<file path="src/rtl/multicycle_ctrl_112_if.sv">
// multicycle_ctrl_112_if: instruction fields, ALU flags and control outputs between datapath and controller
interface multicycle_ctrl_112_if;
  logic [5:0] op;
  logic [5:0] funct;
  logic Zero;
  logic Overflow;
  logic PCWr;
  logic IRWr;
  logic RegWr;
  logic MemWr;
  logic RegDst;
  logic ExtOp;
  logic ALUSrc;
  logic MemtoReg;
  logic [2:0] ALUctr;
  logic [1:0] PCSrc;
  logic [2:0] state;
  logic illegal;
  logic [31:0] instr_cnt;
  modport master (
    output op, funct, Zero, Overflow,
    input PCWr, IRWr, RegWr, MemWr, RegDst, ExtOp, ALUSrc, MemtoReg, ALUctr, PCSrc, state, illegal, instr_cnt
  );
  modport slave (
    input op, funct, Zero, Overflow,
    output PCWr, IRWr, RegWr, MemWr, RegDst, ExtOp, ALUSrc, MemtoReg, ALUctr, PCSrc, state, illegal, instr_cnt
  );
endinterface

</file>
<file path="src/rtl/multicycle_ctrl_112.sv">
// multicycle_ctrl_112: multicycle MIPS-subset controller with overflow-suppressed writeback and retire counter
module multicycle_ctrl_112 (
  input logic clk,
  input logic rst,
  multicycle_ctrl_112_if.slave bus
);
  typedef enum logic [2:0] {S_IF = 3'd0, S_ID = 3'd1, S_EXE = 3'd2, S_MEM = 3'd3, S_WB = 3'd4} state_t;
  state_t st;
  logic ovf_q;
  logic [31:0] cnt;
  logic r_type, is_add, is_sub, is_slt, is_r, is_ori, is_addi, is_lw, is_sw, is_beq, is_j, legal;
  logic held, done, n;
  assign r_type  = bus.op == 6'b000000;
  assign is_add  = r_type & (bus.funct == 6'b100000);
  assign is_sub  = r_type & (bus.funct == 6'b100010);
  assign is_slt  = r_type & (bus.funct == 6'b101010);
  assign is_r    = is_add | is_sub | is_slt;
  assign is_ori  = bus.op == 6'b001101;
  assign is_addi = bus.op == 6'b001000;
  assign is_lw   = bus.op == 6'b100011;
  assign is_sw   = bus.op == 6'b101011;
  assign is_beq  = bus.op == 6'b000100;
  assign is_j    = bus.op == 6'b000010;
  assign legal   = is_r | is_ori | is_addi | is_lw | is_sw | is_beq | is_j;
  assign n       = ~rst;
  // selects stay at the instruction's value from decode through writeback
  assign held = n & legal & ~is_j & (st inside {S_ID, S_EXE, S_MEM, S_WB});
  assign done = (st == S_WB) | (st == S_MEM & is_sw) | (st == S_EXE & is_beq) | (st == S_ID & is_j);
  always_ff @(posedge clk or posedge rst)
    if (rst) begin
      st <= S_IF;
      ovf_q <= 1'b0;
      cnt <= 32'd0;
    end else begin
      case (st)
        S_IF:    st <= S_ID;
        S_ID:    st <= (is_j | ~legal) ? S_IF : S_EXE;
        S_EXE:   st <= is_beq ? S_IF : (is_lw | is_sw) ? S_MEM : S_WB;
        S_MEM:   st <= is_lw ? S_WB : S_IF;
        default: st <= S_IF;
      endcase
      if (st == S_EXE) ovf_q <= (is_add | is_sub | is_addi) & bus.Overflow;
      if (done) cnt <= cnt + 32'd1;
    end
  assign bus.state     = st;
  assign bus.instr_cnt = cnt;
  assign bus.IRWr      = n & (st == S_IF);
  assign bus.PCWr      = n & ((st == S_IF) | (st == S_ID & is_j) | (st == S_EXE & is_beq & bus.Zero));
  assign bus.RegWr     = n & (st == S_WB) & ~ovf_q;
  assign bus.MemWr     = n & (st == S_MEM) & is_sw;
  assign bus.PCSrc     = (n & st == S_ID & is_j) ? 2'b10 : (n & st == S_EXE & is_beq) ? 2'b01 : 2'b00;
  assign bus.illegal   = n & (st == S_ID) & ~legal;
  assign bus.RegDst    = held & is_r;
  assign bus.ALUSrc    = held & (is_ori | is_addi | is_lw | is_sw);
  assign bus.ExtOp     = held & ~is_ori;
  assign bus.MemtoReg  = held & is_lw;
  assign bus.ALUctr    = ~held ? 3'b000 : (is_sub | is_beq) ? 3'b001 : is_ori ? 3'b010 : is_slt ? 3'b011 : 3'b000;
endmodule

</file>
<file path="src/flat_wrapper.sv">
// flat-port wrapper written by rule: the top's interface ports become plain ports
module multicycle_ctrl_112_flat 
  (clk, rst, bus_op, bus_funct, bus_Zero, bus_Overflow, bus_PCWr, bus_IRWr, bus_RegWr, bus_MemWr, bus_RegDst, bus_ExtOp, bus_ALUSrc, bus_MemtoReg, bus_ALUctr, bus_PCSrc, bus_state, bus_illegal, bus_instr_cnt);
  multicycle_ctrl_112_if bus_i ();
  input logic clk;
  input logic rst;
  input wire logic [$bits(bus_i.op)-1:0] bus_op;
  input wire logic [$bits(bus_i.funct)-1:0] bus_funct;
  input wire logic [$bits(bus_i.Zero)-1:0] bus_Zero;
  input wire logic [$bits(bus_i.Overflow)-1:0] bus_Overflow;
  output wire logic [$bits(bus_i.PCWr)-1:0] bus_PCWr;
  output wire logic [$bits(bus_i.IRWr)-1:0] bus_IRWr;
  output wire logic [$bits(bus_i.RegWr)-1:0] bus_RegWr;
  output wire logic [$bits(bus_i.MemWr)-1:0] bus_MemWr;
  output wire logic [$bits(bus_i.RegDst)-1:0] bus_RegDst;
  output wire logic [$bits(bus_i.ExtOp)-1:0] bus_ExtOp;
  output wire logic [$bits(bus_i.ALUSrc)-1:0] bus_ALUSrc;
  output wire logic [$bits(bus_i.MemtoReg)-1:0] bus_MemtoReg;
  output wire logic [$bits(bus_i.ALUctr)-1:0] bus_ALUctr;
  output wire logic [$bits(bus_i.PCSrc)-1:0] bus_PCSrc;
  output wire logic [$bits(bus_i.state)-1:0] bus_state;
  output wire logic [$bits(bus_i.illegal)-1:0] bus_illegal;
  output wire logic [$bits(bus_i.instr_cnt)-1:0] bus_instr_cnt;
  assign bus_i.op = bus_op;
  assign bus_i.funct = bus_funct;
  assign bus_i.Zero = bus_Zero;
  assign bus_i.Overflow = bus_Overflow;
  assign bus_PCWr = bus_i.PCWr;
  assign bus_IRWr = bus_i.IRWr;
  assign bus_RegWr = bus_i.RegWr;
  assign bus_MemWr = bus_i.MemWr;
  assign bus_RegDst = bus_i.RegDst;
  assign bus_ExtOp = bus_i.ExtOp;
  assign bus_ALUSrc = bus_i.ALUSrc;
  assign bus_MemtoReg = bus_i.MemtoReg;
  assign bus_ALUctr = bus_i.ALUctr;
  assign bus_PCSrc = bus_i.PCSrc;
  assign bus_state = bus_i.state;
  assign bus_illegal = bus_i.illegal;
  assign bus_instr_cnt = bus_i.instr_cnt;
  multicycle_ctrl_112 u_core (.clk(clk), .rst(rst), .bus(bus_i));
endmodule
</file>
<file path="config.mk">
export PLATFORM = sky130hd
export DESIGN_NAME = multicycle_ctrl_112_flat
export DESIGN_NICKNAME = d
export VERILOG_FILES = /design/src/rtl/multicycle_ctrl_112_if.sv /design/src/rtl/multicycle_ctrl_112.sv /design/src/flat_wrapper.sv
export SDC_FILE = /design/constraint.sdc
export NUM_CORES = 1
export LEC_CHECK = 0
export ABC_AREA = 1
export ABC_CLOCK_PERIOD_IN_PS = 1850
export BUFFER_PORTS_ARGS = -buffer_cell sky130_fd_sc_hd__buf_2
export CAP_MARGIN = 20
export CORE_ASPECT_RATIO = 0.7
export CORE_MARGIN = 4
export CORE_UTILIZATION = 38
export DETAILED_ROUTE_END_ITERATION = 8
export GPL_ROUTABILITY_DRIVEN = 0
export PLACE_DENSITY = 0.65
export SYNTH_ARGS = -nofsm -noshare
export SYNTH_HDL_FRONTEND = slang
export SYNTH_SLANG_ARGS = --single-unit
export TNS_END_PERCENT = 20
</file>
<file path="constraint.sdc">
create_clock -name clk -period 1.85 [get_ports clk]
set_input_delay 0.2775 -clock clk [delete_from_list [all_inputs] [get_ports clk]]
set_output_delay 0.2775 -clock clk [all_outputs]
set_load 0.02 [all_outputs]
</file>
* Word level (Yosys, flattened, before mapping) *
Index checks and enable logic that the tools add are counted.

cells by class
  bitwise logic cells = 51
  reduce and logical (&&, ||, !) cells = 3
  add/sub/neg operators = 1
  equality and inequality tests = 13
  multiplexer cells = 11

operators by type and width
  operator                 number
  $add A32 B1 Y32 const B  1
  $eq A6 B6 Y1 const B     5
  $and A1 B1 Y1            26
  $or A1 B1 Y1             20
  $mux W3                  6
  $eq A6 B4 Y1 const B     2
  $pmux W3 S4              1
  $eq A3 B2 Y1 const B     2
  $eq A6 B2 Y1 const B     1
  $eq A6 B3 Y1 const B     1
  $logic_not A6 Y1         1
  $mux W2                  3
  $not A1 Y1               5
  $reduce_bool A4 Y1       1
  $eq A3 B1 Y1 const B     1
  $eq A3 B3 Y1 const B     1
  $logic_not A3 Y1         1
  $mux W1                  1

storage, ports and cells
  register bits = 36
  word-level logic and storage cells = 82
  output and inout bits = 49

* Longest topological paths before layout *
Gate-level depths: netlist of the first run.

  depth after elaboration = 14
  depth in mapped cells = 10
  gate-level depth less buffers = 10

* Least setup slack after synthesis of the first run *
Ideal clock, no wire load.

  path kind = input-to-output
  from = input port rst
  to = output port bus_ALUSrc
  arrival = 1.806 ns
  setup slack = -0.234 ns
  stages on the path = 5
  required time = 1.572 ns
  path through = inv_1 o21ai_0 nor2_1 nand2_1 nor2_1

on the way
  word-level cells in the longest chain between the ends = 5

ends and longest elaborated chain
  what                        RTL line                   RTL
  from (decl)                 flat_wrapper.sv:6          input logic rst;
  $not A1 Y1                  multicycle_ctrl_112.sv:25  assign n = ~rst;
  $and A1 B1 Y1 (3 in a row)  multicycle_ctrl_112.sv:27  assign held = n & legal & ~is_j & (st inside {S_ID, S_EXE, S_MEM, S_WB});
  $and A1 B1 Y1               multicycle_ctrl_112.sv:54  assign bus.ALUSrc = held & (is_ori | is_addi | is_lw | is_sw);
  to (decl)                   flat_wrapper.sv:17         output wire logic [$bits(bus_i.ALUSrc)-1:0] bus_ALUSrc;

No other way between the ends.

* Final worst setup path of the first run *
  from = register u_core.st[1], in the netlist u_core.bus.state[1]
  to = output port bus_PCWr

on the way
  word-level cells in the longest chain between the ends = 5
  elaborated cells on any way between the ends = 9
  those cells by class = 2 x eq/ne; 6 x bitwise; 1 x reduce/logical

ends and longest elaborated chain
  what                                           RTL line                   RTL
  from (decl)                                    multicycle_ctrl_112.sv:8   state_t st;
  from (signal assigned)                         multicycle_ctrl_112.sv:37  S_ID: st <= (is_j | ~legal) ? S_IF : S_EXE;
  from (signal assigned)                         multicycle_ctrl_112.sv:38  S_EXE: st <= is_beq ? S_IF : (is_lw | is_sw) ? S_MEM : S_WB;
  from (signal assigned)                         multicycle_ctrl_112.sv:39  S_MEM: st <= is_lw ? S_WB : S_IF;
  $eq A3 B1 Y1 or $eq A3 B2 Y1 (tied branches)   multicycle_ctrl_112.sv:48  assign bus.PCWr = n & ((st == S_IF) | (st == S_ID & is_j) | (st == S_EXE & is_beq & bus.Zero));
  $and A1 B1 Y1                                  multicycle_ctrl_112.sv:48
  $or A1 B1 Y1 or $and A1 B1 Y1 (tied branches)  multicycle_ctrl_112.sv:48
  $or A1 B1 Y1 *                                 multicycle_ctrl_112.sv:48
  $and A1 B1 Y1 *                                multicycle_ctrl_112.sv:48
  to (decl)                                      flat_wrapper.sv:11         output wire logic [$bits(bus_i.PCWr)-1:0] bus_PCWr;

Mark *: on every way between the ends. The rest lies on a longest branch, timed or not.

==> qor_table.md, run 1 <==
| Quantity | Value | Unit |
|:---|:---|:---|
| Run status | completed | - |
| Number of synthesized register bits | 36 | - |
| Final-report hold violation count | 0 | - |
| Post-synth top area cell | dfrtp_1 | - |
| GR met1 Demand/Resource | 28.8 | % |
| CP bufs+invs | 2 | - |
| CTS tree | yes | - |
| GRT Overall Usage | 18.9 | % |
| Total global routing overflow | 0 | - |
| Total clock buffers created by CTS | 5 | - |
| Pin count of the biggest net entering global routing | 37 | - |
| Maximum clock path buffer count | 2 | - |
| Portion of the post-synthesis area used by sequential elements | 32.9 | % |
| Total wirelength of the detailed-routed design | 7.77 | mm |
| Initial antenna violation count | 0 | - |
| Final worst-path setup slack | 0.0551 | ns |
| Post-Synthesis Cell Area | 0.00274 | mm2 |
| Fmax | 557 | MHz |
| Max Fanout on Critical Path | 5 | - |
| Max-slew violation count | 0 | - |
| Final #Nets | 535 | - |
| Top-area cell type share of the netlist area | 32.9 | % |
| Highest-delay cell along the critical path | dfrtp_2 | - |
| Worst reg2reg path startpoint | u_core.bus.instr_cnt[1] | - |
| Number of antenna cells inserted | 0 | - |
| Pre-CTS worst setup slack | 0.0353 | ns |
| Period Utilization, post-route | 97.0 | % |
| Clock network latency to the later pin of the worst-skew pair | 0.29 | ns |
| Start-to-end type of the worst setup path | flop to primary output | - |
| Power per cell area | 576 | mW/mm2 |
| Total Negative Setup Slacks | 0 | ns |
| Clock transition at the registers of the reported paths | 0.07 | ns |
| Worst-case vdd ir drop | 0.000526 | V |
| Cell types occupying the most area after synthesis | dfrtp_1 33%, nand2_1 25%, nand3_1 10%, nor2_1 10%, inv_1 6.0% | - |
| Setup crit start kind | flop | - |
| Overall die height | 79.1 | um |
| Arrival time of data at the critical path endpoint | 1.52 | ns |
| Delay-heaviest family, CP | simple AND/OR/NAND/NOR gates | - |
| Post-detailed-route DRC marker count | 0 | - |
| Number of H-tree levels | 2 | - |
| Met3 GRT Util | 3.98 | % |
| Syn Inst Count | 448 | - |
| DP Wirelength | 5.90 | mm |
| Max_cap viols | 0 | - |
| Static leakage | 1.77 | nW |
| Number of input and output port buffers inserted | 63 | - |
| EDFF count, synth | 0 | - |
| Boundary pin count | 65 | - |
| Placeable core region | 0.00688 | mm2 |
| Critical Path End Type | primary output | - |
| Number of detailed-routing iterations run before antenna repair | 5 | - |
| Routed wire length per instance | 12.7 | um |
| Syn Area/Cell | 6.12 | um2 |
| Count of standard-cell rows | 25 | - |
| Worst-path cell chain | inv_1 -> nor2_1 -> nand2_2 -> nor2_4 -> nand2_1 -> a21oi_1 -> buf_4 | - |
| Count of hold buffers inserted by post-cts repair | 0 | - |
| Syn-to-layout area delta | 21.1 | % |
| Top-count cell post-synth | nand2_1 | - |
| Number of library cell types mapped by synthesis | 26 | - |
| Time the worst path needs with I/O delays and setup | 1.79 | ns |
| Iteration-0 DRC count of the detailed router | 215 | - |
| Class of the worst hold path | primary input to asynchronous set/reset pin | - |
| Total via count after detailed routing | 2939 | - |
| Number of nets produced by synthesis | 465 | - |
| Setup repair after global routing missed its margin | yes | - |
| Share of post-route cells with drive strength above 1 | 20.4 | % |
| Worst setup skew after layout | 0.00287 | ns |
| Launching element of the worst setup path | u_core.bus.state[1] | - |
| Flip-flop cell with the highest count after synthesis | dfrtp_1 | - |
| Final setup vio count | 0 | - |
| GR met2 Demand/Resource | 27.6 | % |
| YS warnings | 0 | - |
| Number of global-route vias before repair | 2624 | - |
| Wire length of the first global-routing pass | 13.1 | mm |
| Fillers | 722 | - |
| Post-synth top cells | 181 x nand2_1, 74 x nor2_1, 57 x nand3_1, 44 x inv_1, 36 x dfrtp_1 | - |
| Required time at the worst-slack endpoint | 1.57 | ns |
| Average via count per standard cell | 4.79 | - |
| Layer carrying the most global-route usage | met1 | - |
| Buffer type at the clock tree root | clkbuf_8 | - |
| Number of sinks on the clock net | 36 | - |
| Initial core utilization | 39.8 | % |
| Largest stage delay on the critical path | 0.42 | ns |
| Die footprint | 0.00866 | mm2 |
| Horizontal die dimension | 110 | um |
| Post-DRT Antenna Nets | 0 | - |
| Minimum setup slack among reg-to-reg paths | 0.16 | ns |
| Post-synth ARST share | 100 | % |
[report_power, final]
group,total (mW),internal (mW),switching (mW)
Combinational,0.445,0.152,0.292
Clock,0.587,0.304,0.283
Sequential,0.881,0.833,0.0477
[flip-flops by register name, summed over array words and instances (netlist names)]
| signal | count |
|---|---|
| u_core.ovf_q | 1 |
| u_core.bus.instr_cnt | 32 |
| u_core.bus.state | 3 |
[worst min-delay path, cell delays in order]
cell        delay, ns
buf_2            0.16
clkinvlp_4       0.09
buf_4            0.42
[repair_timing]
| action | CTS | global route |
|---|---|---|
| resized for setup | 3 | 14 |
| buffers inserted | 0 | 3 |
| pin swaps | 0 | 3 |
| endpoints found under the setup margin | 1 | 10 |
| hold endpoints to repair | 0 | 0 |
[cell families after synthesis]
kind of cell,after synthesis,synth area share [%]
and+or+nand+nor,335,52.0
buffers and inverters,55,8.76
DFF,36,32.9
xor gates and xnor gates,15,4.79
AOI/OAI and AO/OA,5,1.00
adders and majority gates,1,0.456
other,1,0.137
[final cells by class]
cell class                      instances  area (um2)  share of cell area [%]
Tap cell                               94         118                    3.54
Multi-Input combinational cell        357        1640                    49.3
Sequential cell                        36         903                    27.2
Clock buffer                            8        90.1                    2.71
Timing Repair Buffer                   73         400                    12.1
Inverter                               45         173                    5.20
[cell usage in the layout, fill, tap and decap left out, types with 2 or more instances in the layout]
cell	netlist	layout
nor2_2	6	5
dfrtp_1	36	34
nor2_1	74	72
nand2_1	181	179
nand4_2	2	2
buf_4	1	14
clkbuf_1	0	2
nand2_2	2	4
inv_1	44	41
clkbuf_8	0	6
o21ai_0	3	3
buf_2	6	59
xnor2_1	4	4
inv_2	0	2
nor2_4	4	7
nor3_1	2	2
nand3b_1	2	2
xor2_1	11	11
nand3_1	57	56
dfrtp_2	0	2
[path summary, 6_finish.rpt]
path                                                 end  cells after the start
worst max-delay path                            bus_PCWr                      7
worst min-delay path            u_core.bus.instr_cnt[15]                      3
worst max register to register  u_core.bus.instr_cnt[18]                     10
worst min register to register              u_core.ovf_q                      2
max in group asynchronous            u_core.bus.state[1]                      3
min in group clk                            u_core.ovf_q                      3
[layer usage]
metal	vias to the layer above	wire length, um	part of all wire, %
li1	1513	-	-
met1	1335	3940	51
met2	86	3320	43
met3	5	467	6.0
met4	0	45	0.58
met5	-	0	0
[stage by stage]
stage                     util (%)  instances  hold slack (ns)  total power, mW  instance area, um2
final                         48.3        613            0.215             1.91                3320
after global routing          48.3        613            0.242             2.03                3320
after CTS                     47.3        610            0.227             1.89                3260
after detailed placement      45.9        602            0.474             1.30                3160
after global placement        45.9        602            0.483             1.29                3160
after floorplan                  -        448            0.238             1.15                2750
(Power assumes the default switching activity.)
==> run 2, diff against run 1 <==
--- a/config.mk
+++ b/config.mk
@@ -5,7 +5,7 @@
 export SDC_FILE = /design/constraint.sdc
 export NUM_CORES = 1
 export LEC_CHECK = 0
-export ABC_AREA = 1
+export ABC_AREA = 0
 export ABC_CLOCK_PERIOD_IN_PS = 1850
 export BUFFER_PORTS_ARGS = -buffer_cell sky130_fd_sc_hd__buf_2
 export CAP_MARGIN = 20
@@ -14,7 +14,8 @@
 export CORE_UTILIZATION = 38
 export DETAILED_ROUTE_END_ITERATION = 8
 export GPL_ROUTABILITY_DRIVEN = 0
-export PLACE_DENSITY = 0.65
+export PLACE_DENSITY = 0.67
+export RECOVER_POWER = 25
 export SYNTH_ARGS = -nofsm -noshare
 export SYNTH_HDL_FRONTEND = slang
 export SYNTH_SLANG_ARGS = --single-unit
==> run 2 against run 1 <==
Net effect: the run now ends with negative setup slack left; worst hold slack improved by 0.16 ns; die area fell by 20%; synthesized cell count fell by 54%; clock skew rose by 0.0015 ns; sequential power rose by 2%; wire length fell by 31%; fmax fell by 12%; largest cell class unchanged.
==> qor_table.md, run 2 <==
| Quantity | Value | Unit |
|:---|:---|:---|
| Run status | complete, but fails checks | - |
| Violated checks | negative setup slack | - |
| Placeable core region | 0.00537 | mm2 |
| Number of library cell types mapped by synthesis | 47 | - |
| Number of instances on the worst hold path | 4 | - |
| Launching element of the worst setup path | bus_funct[0] | - |
| Iteration-0 DRC count of the detailed router | 99 | - |
| Syn-to-layout area delta | 34.0 | % |
| Min Hold Slack | 0.373 | ns |
| Wire length of the first global-routing pass | 9.01 | mm |
| Leading cell type in the layout, fill and taps excluded | dfrtp_1 | - |
| DP Wirelength | 4.04 | mm |
| Cell types occupying the most area after synthesis | dfrtp_1 42%, xnor2_1 13%, o2111ai_1 5.7%, and3_1 3.2%, nor2_1 3.0% | - |
| Worst setup skew after layout | 0.00438 | ns |
| R2r worst-path depth | 6 | - |
| Flip-flop cell with the highest count after synthesis | dfrtp_1 | - |
| Horizontal die dimension | 98.0 | um |
| Post-synth top cells | 36 x dfrtp_1, 32 x xnor2_1, 17 x nor2_1, 14 x o2111ai_1, 11 x and3_1 | - |
| Clock network latency to the later pin of the worst-skew pair | 0.28 | ns |
| Syn Inst Count | 207 | - |
| Post-DRT Antenna Nets | 0 | - |
| Period Utilization, post-route | 110 | % |
| Worst-case vdd ir drop | 0.000363 | V |
| Post-synth ARST share | 100 | % |
| Initial antenna violation count | 0 | - |
| YS warnings | 0 | - |
| Endpoint of the lowest-slack register-to-register path | u_core.bus.instr_cnt[1] | - |
| Number of cells in the design after placement | 360 | - |
| Final worst-path setup slack | -0.182 | ns |
| Total clock buffers created by CTS | 5 | - |
| Number of sinks on the clock net | 36 | - |
| Number of global-route vias before repair | 1810 | - |
| Cell internal pwr | 1.44 | mW |
| Average via count per standard cell | 5.27 | - |
| Setup repair after global routing missed its margin | yes | - |
| Start-to-end type of the worst setup path | primary input to primary output | - |
| Net switching fraction of the power | 30.6 | % |
| Final #Nets | 313 | - |
| EDFF count, synth | 0 | - |
| Share of post-route cells with drive strength above 1 | 32.7 | % |
| Maximum clock path buffer count | 2 | - |
| Top-count cell post-synth | dfrtp_1 | - |
| Total wirelength of the detailed-routed design | 5.40 | mm |
| Setup crit start kind | primary input | - |
| Clock transition at the registers of the reported paths | 0.07 | ns |
| Worst reg2reg path startpoint | u_core.bus.state[2] | - |
| Number of antenna cells inserted | 0 | - |
| Total global routing overflow | 0 | - |
| Die footprint | 0.00696 | mm2 |
| Post-detailed-route DRC marker count | 0 | - |
| Max Fanout on Critical Path | 3 | - |
| Number of input and output port buffers inserted | 63 | - |
| Count of standard-cell rows | 22 | - |
| Minimum setup slack among reg-to-reg paths | 0.11 | ns |
| Combinational share of power | 23.5 | % |
| Post-Synthesis Cell Area | 0.00216 | mm2 |
| Number of nets produced by synthesis | 224 | - |
| CTS tree | yes | - |
| Flip-flop count of the largest register, all copies and words added | 32 | - |
| Hold Startpoint | bus_funct[3] | - |
| Class of the worst hold path | primary input to flop | - |
| GRT Overall Usage | 15.8 | % |
| Static leakage | 1.30 | nW |
| Arrival time of data at the critical path endpoint | 1.75 | ns |
| Number of detailed-routing iterations run before antenna repair | 4 | - |
| Final setup vio count | 9 | - |
| Required time at the worst-slack endpoint | 1.57 | ns |
| Footprint of the flip-flops and latches | 902 | um2 |
| Fillers | 506 | - |
| Initial core utilization | 40.2 | % |
| Commonest non-fill, non-tap cells in the layout | 35 x dfrtp_1, 34 x buf_4, 33 x buf_2 | - |
| Critical Path End Type | primary output | - |
| Number of synthesized register bits | 36 | - |
| Total via count after detailed routing | 1943 | - |
| Pin count of the biggest net entering global routing | 36 | - |
| Buffer type at the clock tree root | clkbuf_8 | - |
| Top-area cell type share of the netlist area | 41.8 | % |
| Number of standard cells in the layout, taps in and fillers out | 369 | - |
| Syn Area/Cell | 10.4 | um2 |
| Final-report hold violation count | 0 | - |
| Boundary pin count | 65 | - |
| Overall die height | 71.0 | um |
| Net Switching | 0.634 | mW |
| Routed wire length per instance | 14.6 | um |
| Hold EP | u_core.ovf_q | - |
| Portion of the post-synthesis area used by sequential elements | 41.8 | % |
| Proportion of power drawn by the clock network | 33.1 | % |
| Flop pwr share | 43.4 | % |
| Area of combinational cells with multiple inputs | 0.00121 | mm2 |
| Time the worst path needs with I/O delays and setup | 2.03 | ns |
| Max-slew violation count | 0 | - |
| Number of H-tree levels | 2 | - |
| Post-synth top area cell | dfrtp_1 | - |
| Max_cap viols | 0 | - |
| Fmax | 492 | MHz |
| Power per cell area | 716 | mW/mm2 |
run 2: per-stage QoR:
step	power, mW	setup TNS, ns	area [um2]	setup slack [ns]	util [%]
floorplan	1.19	-0.255	2160	-0.0904	-
global placement	1.36	-0.671	2750	-0.162	51.1
detailed placement	1.36	-0.859	2750	-0.197	51.1
CTS	2.06	-0.685	2880	-0.186	53.7
global route	2.18	-1.48	2890	-0.227	53.8
finish	2.07	-0.722	2890	-0.182	53.8
run 2: cell type report:
cell class / count / share of cell area (%)
multi-input combinational: 156 / 41.8
clock inverter: 2 / 1.21
inverter: 2 / 0.303
clock buffer: 6 / 2.51
timing repair buffer: 95 / 19.8
tap: 72 / 3.12
sequential: 36 / 31.2
run 2: layer usage:
| metal | up-vias | share of wire, % | track usage (%) | wire (um) |
|---|---|---|---|---|
| met4 | 0 | 1.2 | 5.38 | 65 |
| met1 | 921 | 52 | 23.7 | 2830 |
| met5 | - | 0 | 0 | 0 |
| met3 | 7 | 5.6 | 3.74 | 302 |
| li1 | 960 | - | - | - |
| met2 | 55 | 41 | 21.9 | 2200 |
run 2: worst max-delay path, cell delays in order:
cell     delay (ns)
buf_6          0.09
or4b_4         0.55
nor4b_4        0.23
and3_1         0.21
nor3_2         0.06
and4b_1        0.18
buf_2          0.15
run 2: kinds of logic after synthesis:
kind of cell	count (synthesis)	synth area share (%)
AOI/OAI and AO/OA	42	15.4
xor gates and xnor gates	33	13.4
adders and majority gates	1	0.580
buffers and inverters	15	4.18
DFF	36	41.8
muxes	1	0.522
other	1	0.174
and+or+nand+nor	78	24.0
run 2: power by group through the flow:
stage	logic [mW]	clock network, mW	registers (mW)
6_report	0.487	0.685	0.897
5_1_grt	0.538	0.735	0.905
4_1_cts	0.468	0.703	0.890
3_5_place_dp	0.457	0	0.904
3_3_place_gp	0.449	0	0.906
2_1_floorplan	0.250	0	0.936
run 2: worst max-delay path by stage:
stage	to	slack (ns)
after floorplan	bus_ExtOp	-0.09
after global placement	bus_illegal	-0.16
after detailed placement	bus_illegal	-0.20
after CTS	bus_illegal	-0.19
after global routing	bus_illegal	-0.23
final	bus_illegal	-0.18
run 2: timing repair:
item | CTS | global route
pin swaps | 4 | 1
endpoints found under the hold margin | 1 | 0
hold buffers | 1 | 0
gates resized for setup | 7 | 10
buffers inserted | 0 | 0
setup endpoints to repair | 8 | 10
==> run 3, diff against run 2 <==
--- a/config.mk
+++ b/config.mk
@@ -9,7 +9,7 @@
 export ABC_CLOCK_PERIOD_IN_PS = 1850
 export BUFFER_PORTS_ARGS = -buffer_cell sky130_fd_sc_hd__buf_2
 export CAP_MARGIN = 20
-export CORE_ASPECT_RATIO = 0.7
+export CORE_ASPECT_RATIO = 1.25
 export CORE_MARGIN = 4
 export CORE_UTILIZATION = 38
 export DETAILED_ROUTE_END_ITERATION = 8
==> run 3 against run 2 <==
Net effect: the flow still finishes with violations (negative setup slack); core utilization fell by 0.72 points; clock skew is essentially flat; total power is 7.9% lower; worst hold slack got worse by 0.0049 ns; worst setup slack improved by 0.026 ns; via count up 2.5%; non-clock buffer count stayed put; largest cell class unchanged.
==> qor_table.md, run 3 (synthesis results as in run 2) <==
| Quantity | Value | Unit |
|:---|:---|:---|
| Horizontal die dimension | 75.4 | um |
| Count of hold buffers inserted by post-cts repair | 0 | - |
| Final #Nets | 313 | - |
| Average via count per standard cell | 5.53 | - |
| Hold EP | u_core.ovf_q | - |
| Required time at the worst-slack endpoint | 1.57 | ns |
| Fmax | 498 | MHz |
| Final-report hold violation count | 0 | - |
| Start-to-end type of the worst setup path | primary input to primary output | - |
| CTS tree | yes | - |
| Placeable core region | 0.00548 | mm2 |
| Post-DRT Antenna Nets | 0 | - |
| Total wirelength of the detailed-routed design | 5.51 | mm |
| Critical Path End Type | primary output | - |
| Syn-to-layout area delta | 34.9 | % |
| Buffer type at the clock tree root | clkbuf_8 | - |
| Arrival time of data at the critical path endpoint | 1.73 | ns |
| Die footprint | 0.00695 | mm2 |
| Number of sinks on the clock net | 36 | - |
| Hold Startpoint | bus_funct[3] | - |
| Period Utilization, post-route | 108 | % |
| Pin count of the biggest net entering global routing | 20 | - |
| Fillers | 522 | - |
| Total clock buffers created by CTS | 5 | - |
| Largest stage delay on the critical path | 0.54 | ns |
| Final worst-path setup slack | -0.156 | ns |
| Pre-CTS worst setup slack | -0.177 | ns |
| Total via count after detailed routing | 1992 | - |
| Final Core Density | 53.1 | % |
| Class of the worst hold path | primary input to flop | - |
| Power per cell area | 655 | mW/mm2 |
| Setup crit start kind | primary input | - |
| Boundary pin count | 65 | - |
| Number of antenna cells inserted | 0 | - |
| Routed wire length per instance | 15.3 | um |
| Commonest non-fill, non-tap cells in the layout | 54 x buf_2, 34 x dfrtp_1, 32 x buf_4 | - |
| Max-slew violation count | 0 | - |
| Share of post-route cells with drive strength above 1 | 41.6 | % |
| Slew at the pin closest to its max-slew limit | 1.03 | ns |
| Number of H-tree levels | 2 | - |
| Worst-case vdd ir drop | 0.000353 | V |
| R2r worst-path depth | 6 | - |
| Max_cap viols | 0 | - |
| Iteration-0 DRC count of the detailed router | 94 | - |
| Highest-delay cell along the critical path | or4b_4 | - |
| Worst reg2reg path startpoint | u_core.bus.state[1] | - |
| Setup repair after global routing missed its margin | yes | - |
| Leading cell type in the layout, fill and taps excluded | buf_2 | - |
| Total global routing overflow | 0 | - |
| Total Negative Setup Slacks | -0.531 | ns |
| Max Fanout on Critical Path | 3 | - |
| Number of detailed-routing iterations run before antenna repair | 4 | - |
| Normalized max-slew margin | 31.5 | % |
| DP Wirelength | 4.06 | mm |
| Wire length of the first global-routing pass | 9.08 | mm |
| Final setup vio count | 6 | - |
| Number of input and output port buffers inserted | 63 | - |
| Time the worst path needs with I/O delays and setup | 2.01 | ns |
| Flip-flop count of the largest register, all copies and words added | 32 | - |
| Initial antenna violation count | 0 | - |
| Worst setup skew after layout | 0.00459 | ns |
| Number of instances on the worst hold path | 4 | - |
| Maximum clock path buffer count | 2 | - |
| Number of global-route vias before repair | 2016 | - |
| Violated checks | negative setup slack | - |
| Endpoint of the lowest-slack register-to-register path | u_core.bus.instr_cnt[1] | - |
| Minimum setup slack among reg-to-reg paths | 0.02 | ns |
| Number of cells in the design after placement | 348 | - |
| Clock network latency to the later pin of the worst-skew pair | 0.28 | ns |
| Initial core utilization | 39.3 | % |
| Worst-path cell chain | buf_6 -> or4b_4 -> nor4b_4 -> and3_1 -> nor3_2 -> nor3b_2 -> buf_4 | - |
| Static leakage | 1.38 | nW |
| Overall die height | 92.2 | um |
| Post-detailed-route DRC marker count | 0 | - |
| Number of standard cells in the layout, taps in and fillers out | 360 | - |
| Run status | complete, but fails checks | - |
| Count of standard-cell rows | 30 | - |
| Clock transition at the registers of the reported paths | 0.07 | ns |
| GRT Overall Usage | 16.3 | % |
[run 3: how the worst max path moves through the flow]
stage                 start           to  cells after the start
6_report       bus_funct[0]    bus_ExtOp                      7
5_1_grt        bus_funct[0]    bus_ExtOp                      7
4_1_cts        bus_funct[0]  bus_illegal                      7
3_5_place_dp   bus_funct[0]    bus_ExtOp                      7
3_3_place_gp   bus_funct[0]  bus_illegal                      7
2_1_floorplan  bus_funct[0]    bus_ExtOp                      5
[run 3: critical path: cells and delay by family]
family	cells	cell delay [ns]
AND/OR/NAND/NOR	5	1.20
buffers and inverters	2	0.25
[run 3: metrics by stage]
stage / cell area, um2 / total power [mW] / hold WS [ns]
2_1_floorplan: 2160 / 1.19 / 0.239
3_3_place_gp: 2730 / 1.35 / 0.411
3_5_place_dp: 2730 / 1.36 / 0.417
4_1_cts: 2840 / 1.89 / 0.122
5_1_grt: 2910 / 2.02 / 0.412
6_report: 2910 / 1.91 / 0.369
[run 3: per-layer routing]
metal | track usage [%] | routed length, um | vias to the layer above
met4 | 7.14 | 79 | 0
met3 | 2.08 | 359 | 6
met5 | 0 | 0 | -
met1 | 20.2 | 2160 | 954
li1 | - | - | 946
met2 | 27.4 | 2900 | 86
[run 3: power breakdown]
part	switching (mW)	total [mW]	internal, mW
clock	0.259	0.515	0.256
sequential	0.0623	0.899	0.837
combinational	0.286	0.491	0.205
total	0.607	1.91	1.30
[run 3: cell type report]
type	instances	area [um2]	share of cell area (%)
repair buffers	95	624	21.5
clock inverters	1	5.00	0.172
inverters	2	8.76	0.301
well taps	64	80.1	2.75
clock buffers	6	72.6	2.49
flip-flops and latches	36	903	31.1
multi-input cells	156	1210	41.8
[run 3: timing repair]
action | 4_1_cts | 5_1_grt
setup buffers | 0 | 5
pin swaps | 4 | 7
endpoints found under the setup margin | 7 | 28
gates resized for setup | 11 | 12
